$ cat src/rtl/mpd_pkg.sv
// Shared definitions for the project switch: handover state encoding and switch counter width.
package mpd_pkg;

    localparam logic [1:0] MPD_SW_RUN     = 2'd0;
    localparam logic [1:0] MPD_SW_QUIESCE = 2'd1;
    localparam logic [1:0] MPD_SW_HOLD    = 2'd2;
    localparam logic [1:0] MPD_SW_RELEASE = 2'd3;

    localparam int MPD_SW_CNT_W = 8;

endpackage

$ cat src/rtl/mpd_sync2.sv
// Generic single-bit two-flop synchroniser, asynchronously reset to 0.
module mpd_sync2 (
    input  logic fabric_clk,
    input  logic resetb,
    input  logic d,
    output logic q
);

    logic meta;

    always_ff @(posedge fabric_clk or negedge resetb) begin
        if (!resetb) begin
            meta <= 1'b0;
            q    <= 1'b0;
        end else begin
            meta <= d;
            q    <= meta;
        end
    end

endmodule

$ cat src/rtl/mpd_prj_switch.sv
// User-project switch: debounced select with quiesce -> reset hold -> release handover.
// Build option MPD_PRJ_SEL_SYNC_EN inserts a 2-flop synchroniser on sel_i.
module mpd_prj_switch
    import mpd_pkg::*;
#(
    parameter int NUM_PRJ       = 4,
    parameter int SEL_W         = 2,
    parameter int DATA_W        = 128,
    parameter int RST_CYCLES    = 8,
    parameter int STABLE_CYCLES = 4
) (
    input  logic                      fabric_clk,
    input  logic                      resetb,
    input  logic [SEL_W-1:0]          sel_i,
    input  logic [NUM_PRJ*DATA_W-1:0] prj_data_i,
    output logic [DATA_W-1:0]         data_o,
    output logic [NUM_PRJ-1:0]        prj_rst_o,
    output logic [SEL_W-1:0]          active_o,
    output logic                      busy_o,
    output logic [MPD_SW_CNT_W-1:0]   switch_cnt_o
);

    localparam int STAB_W = $clog2(STABLE_CYCLES + 1);
    localparam int HOLD_W = $clog2(RST_CYCLES + 1);
    localparam logic [STAB_W-1:0] STAB_MAX = STAB_W'(STABLE_CYCLES - 1);
    localparam logic [HOLD_W-1:0] HOLD_MAX = HOLD_W'(RST_CYCLES - 1);

    logic [1:0]        state;
    logic [HOLD_W-1:0] hold_cnt;
    logic [SEL_W-1:0]  sel_src;
    logic [SEL_W-1:0]  sel_q;
    logic [STAB_W-1:0] stab_cnt;
    logic [SEL_W-1:0]  pending;
    logic              booting;
    logic              in_range;
    logic              commit;
    logic [NUM_PRJ-1:0] run_rst;
    logic [DATA_W-1:0] slot [2**SEL_W];

`ifdef MPD_PRJ_SEL_SYNC_EN
    logic [SEL_W-1:0] sel_sync;
    for (genvar b = 0; b < SEL_W; b++) begin : g_sync
        mpd_sync2 u_sync (
            .fabric_clk (fabric_clk),
            .resetb     (resetb),
            .d          (sel_i[b]),
            .q          (sel_sync[b])
        );
    end
    assign sel_src = sel_sync;
`else
    assign sel_src = sel_i;
`endif

    // Unpopulated select codes read as zero so the mux never indexes past the bus.
    for (genvar k = 0; k < 2**SEL_W; k++) begin : g_slot
        if (k < NUM_PRJ) begin : g_used
            assign slot[k] = prj_data_i[k*DATA_W +: DATA_W];
        end else begin : g_unused
            assign slot[k] = '0;
        end
    end

    assign in_range = ({1'b0, sel_q} < (SEL_W+1)'(NUM_PRJ));
    assign commit   = (state == MPD_SW_RUN) && (sel_q != active_o) && in_range
                      && (stab_cnt == STAB_MAX);
    assign run_rst  = ~(NUM_PRJ'(1) << active_o);
    assign busy_o   = (state != MPD_SW_RUN);

    always_ff @(posedge fabric_clk or negedge resetb) begin
        if (!resetb) begin
            state        <= MPD_SW_HOLD;
            hold_cnt     <= '0;
            sel_q        <= '0;
            stab_cnt     <= '0;
            pending      <= '0;
            booting      <= 1'b1;
            active_o     <= '0;
            prj_rst_o    <= '1;
            data_o       <= '0;
            switch_cnt_o <= '0;
        end else begin
            // Debounce runs in every state so a request made mid-handover is ready in RUN.
            sel_q <= sel_src;
            if (sel_src != sel_q) begin
                stab_cnt <= '0;
            end else if (stab_cnt != STAB_MAX) begin
                stab_cnt <= stab_cnt + 1'b1;
            end

            case (state)
                MPD_SW_RUN: begin
                    data_o    <= slot[active_o];
                    prj_rst_o <= run_rst;
                    if (commit) begin
                        state     <= MPD_SW_QUIESCE;
                        data_o    <= '0;
                        prj_rst_o <= '1;
                        pending   <= sel_q;
                    end
                end
                MPD_SW_QUIESCE: begin
                    data_o    <= '0;
                    prj_rst_o <= '1;
                    active_o  <= pending;
                    hold_cnt  <= '0;
                    state     <= MPD_SW_HOLD;
                end
                MPD_SW_HOLD: begin
                    data_o    <= '0;
                    prj_rst_o <= '1;
                    if (hold_cnt == HOLD_MAX) begin
                        state <= MPD_SW_RELEASE;
                    end else begin
                        hold_cnt <= hold_cnt + 1'b1;
                    end
                end
                default: begin
                    data_o    <= '0;
                    prj_rst_o <= run_rst;
                    state     <= MPD_SW_RUN;
                    booting   <= 1'b0;
                    if (!booting && (switch_cnt_o != '1)) begin
                        switch_cnt_o <= switch_cnt_o + 1'b1;
                    end
                end
            endcase
        end
    end

endmodule

$ cat config.mk
export PLATFORM = sky130hd
export DESIGN_NAME = mpd_prj_switch
export DESIGN_NICKNAME = d
export VERILOG_FILES = /design/src/rtl/mpd_pkg.sv /design/src/rtl/mpd_sync2.sv /design/src/rtl/mpd_prj_switch.sv
export SDC_FILE = /design/constraint.sdc
export NUM_CORES = 1
export LEC_CHECK = 0
export ABC_CLOCK_PERIOD_IN_PS = 3200
export BUFFER_PORTS_ARGS = -buffer_cell sky130_fd_sc_hd__buf_2
export CAP_MARGIN = 20
export CORE_AREA = 3 3 259 261
export DETAILED_ROUTE_END_ITERATION = 6
export DIE_AREA = 0 0 262 264
export SLEW_MARGIN = 25
export SYNTH_ARGS = -nofsm -noshare
export SYNTH_HDL_FRONTEND = slang
export SYNTH_SLANG_ARGS = --single-unit
$ cat constraint.sdc
create_clock -name fabric_clk -period 3.2 [get_ports fabric_clk]
set_input_delay 0.32 -clock fabric_clk [delete_from_list [all_inputs] [get_ports fabric_clk]]
set_output_delay 0.32 -clock fabric_clk [all_outputs]
set_load 0.05 [all_outputs]
==> flow_results.org <==
** Global route
- The via count of the first global-routing pass was 8971.
- The first global-routing pass estimated between 50000 and 60000 µm of wire.
- Largest net degree at the start of global routing :: 90
- Total global routing track utilization :: 11.3%
- The initial antenna violation count came to 12.
- The total overflow left after global routing is 0.

** Detailed routing
- The detailed router put a total of 15500 µm of wire on met1.
- Met2 WL :: 20100 µm
- In the routed layout, each cell is associated on average with a via count of 3.90.
- Number of search-and-repair iterations in the first detailed-routing pass :: 4
- Count of unresolved DRC violations after routing :: 0
- Highest metal layer with signal wires :: met5
- Across all layers, the routed design uses a little over 8k vias.
- Final Routed Wirelength :: roughly 41000 µm
- Number of nets still failing antenna checks after routing :: 0
- Dividing the detail-routed wire length by the instance count gives 19.5 µm.
- Number of DRC markers in iteration 0 :: 415
- Met3 wirelength from detailed routing :: 3620 µm

** Logic synthesis
- By area, the combinational part of the netlist is dominated by multiplexers.
- Summed over all instances, the cell type with the most area after synthesis is dfrtp_1.
- Nets in the synthesized netlist :: between 1k and 1.5k
- In the synthesized netlist, mux cells make up about a third of the area.
- Sequential cells were found to cover 45.8% of the synthesized design area.
- Synthesized area per cell :: 15.1 µm²
- The synthesized netlist occupies a cell area of 8530 µm².
- The synthesized netlist devotes 0.718% of its cell area to XOR and XNOR gates.
- Yosys printed 0 warnings.
- After technology mapping, the gate count stands at around 570.
- Count of state elements after synthesis :: 156
- Post-Synth Adder-Cell Area :: about 1.2%
- The synthesized netlist devotes 1.36% of its cell area to compound gates.
- Number of distinct standard cells referenced by the synthesized netlist :: 31
- By area the synthesized netlist is led by dfrtp_1, mux4_2, and3_1, dfstp_2, buf_6.
- Simple-gate share of the synthesized area :: about an eighth
- Of the post-synthesis cell area, the dominant cell type holds 44.0%.

** Floorplanning
- Die Width :: between 200 and 300 µm
- The floorplan step defined a core boundary enclosing 64700 µm².
- Height of the die :: 264 µm
- In this run the count of I/O pins placed on the die edge is 659.
- The die covers 69200 µm².
- Once the floorplan was initialized, standard cells occupied 13.2% of the core.
- Site Rows :: 93

** Clock tree
- The clock passes through at most 2 buffers.
- Total number of clock tree sinks :: 156
- Clock latency reported for the late side of the worst-skew pair :: roughly 0.47 ns
- The H-tree was split into 4 levels.
- In this run the clock root is driven by a clkbuf_16.
- Clock-pin slew was measured on the worst setup and hold paths at 0.08 ns.
- In this run, CTS created clock tree buffers numbering 17.
- The number of setup buffers added after CTS is 0.
- TritonCTS built the clock tree.

** Critical path
- R2R cell count :: 4
- Chain of cells forming the critical path :: buf_4 > buf_2
- Along the worst path, the maximum fanout reaches 54.
- Sort of element at the end of the critical path :: output port
- Data required time of the critical path :: ~2.9 ns
- Delay of the slowest critical-path stage :: 0.58 ns
- The critical path in this run is classified as register to output port.
- The slowest stage of the critical path is the buf_4 cell.
- STA classifies the critical path startpoint as a register.
- STA puts the critical path data arrival time at between 1.5 and 2 ns.

** Placed design
- Buffers placed on the I/O ports in this run total between 600 and 700.
- RePlAce Congestion :: 0.914
- Worst setup slack before clock tree synthesis :: 0.974 ns
- Post-detail-place hpwl :: 34000 µm

** Timing
- Worst setup slack after layout :: 0.940 ns
- Of the available clock period, the critical path in the final layout requires between 70 and 80%.
- Setup violations remaining at the end of the flow were counted as 0.
- Slew headroom :: between 40% and 50%
- After routing, the total negative slack on setup checks comes to 0 ns.
- Final Hold Viols :: 0
- For this run, the top clock speed supported by timing is 442 MHz.
- Setup repair after global routing left no endpoint under its margin.
- Final period demand of the worst path :: between 2 and 2.5 ns
- Final Slew Violations :: 0
- Clock skew :: ~0.013 ns
- For the pin with the worst max-slew slack, the measured transition is 0.863 ns.

** Min path
- Hold depth :: 3
- Classification of the worst-slack hold path :: input pin to register

** Layout
- Cells fill 20.8% of the core in the end.
- Area growth syn-to-layout :: 57.6%
- Fraction of layout cells with a size suffix above 1 :: 70.0%
- For this run, the post-layout net count is roughly 1.7k.
- Most frequent cells in the layout :: buf_2, dfrtp_1, and3_1, mux4_2, clkbuf_16
- The library cell used most frequently in the layout, excluding fill and tap cells, is buf_2.

** Power
- Post-layout power :: 0.0128 W
- Leakage dissipation :: 6.84 nW
- Across the VDD grid, the largest voltage drop is ~0.31 mV.
- Power Density :: between 900 and 1000 nW/µm²

** Job
- Across the run, the number of max-cap violations was 0.

** Outcome
- The flow ran to the end, and the final reports show no timing, DRC or antenna violations.
## kinds of logic (layout without fill, tap and decap cells)
kind of cell,after synthesis,in the layout
xor+xnor,7,7
mux,136,136
fa+ha+maj,8,8
simple gates,172,172
buf+inv,67,718
flops,156,156
compound gates,19,19
other cells,0,12
## stage by stage
step	std cells	cell area, µm²	hold slack, ns
floorplan	565	8530	0.0244
global route	2077	13400	0.265
detailed placement	2036	12800	0.276
finish	2083	13500	0.307
global placement	2036	12800	0.275
CTS	2071	13400	0.249
## power by group
part / total [W] / internal [W] / switching, W
Combinational: 0.00740 / 0.00253 / 0.00488
Sequential: 0.00321 / 0.00278 / 0.000427
Clock: 0.00215 / 0.00118 / 0.000976
## metal layers
metal | GRT usage [%] | vias to the layer above
met5 | 0 | -
met4 | 5.56 | 8
met3 | 4.09 | 77
met2 | 19.0 | 446
met1 | 12.6 | 4071
li1 | - | 3518
## critical path: cells and delay by family (launching register included)
kind / cells / cell delay, ns
flops: 1 / 0.44
buf+inv: 2 / 0.98
## state kept, by name (all words and copies together), names as in the netlist
name and flops:
active_o 2, booting 1, data_o 128, hold_cnt 4, pending 2, prj_rst_o 4, sel_q 2, stab_cnt 3
state 2, switch_cnt_o 8
## final timing paths
kind	endpoint	from	slack (ns)
max in group asynchronous	data_o[81]	resetb	1.96
min in group asynchronous	data_o[39]	resetb	0.37
max	active_o[1]	active_o[1]	0.94
min reg2reg	booting	booting	0.49
min	data_o[68]	prj_data_i[324]	0.31
max reg2reg	data_o[15]	active_o[0]	1.04
## cells in the mapped netlist
master,n
o22ai_1,4
nand2b_1,2
ha_1,8
dfstp_2,6
and4_1,2
inv_1,8
o21a_1,1
a21boi_0,1
nor3_1,1
a21oi_1,5
nor2b_1,2
and3_1,131
o21ai_1,1
buf_2,17
nand4_1,4
xor2_1,3
mux4_2,128
nand3_1,9
mux2_2,6
nand3b_1,1
o21ai_0,4
xnor2_1,4
o211a_1,1
o21bai_1,1
mux2i_1,2
clkbuf_1,31
nand2_1,13
buf_6,11
dfrtp_1,150
o22a_1,1
nor2_1,7
## layout make-up
| type | count | area, µm² |
|---|---|---|
| fill | 7028 | 51200 |
| inverter | 8 | 30.0 |
| timing repair buffer | 678 | 3510 |
| sequential | 156 | 3920 |
| tap | 855 | 1070 |
| clock buffer | 17 | 425 |
| multi-input combinational | 342 | 4290 |
| antenna | 12 | 30.0 |
| clock inverter | 15 | 178 |
## timing repair
action	CTS	global route
gates resized for setup	0	0
endpoints found under the hold margin	44	0
hold buffers	3	0
Power figures use the tool's default switching activity.
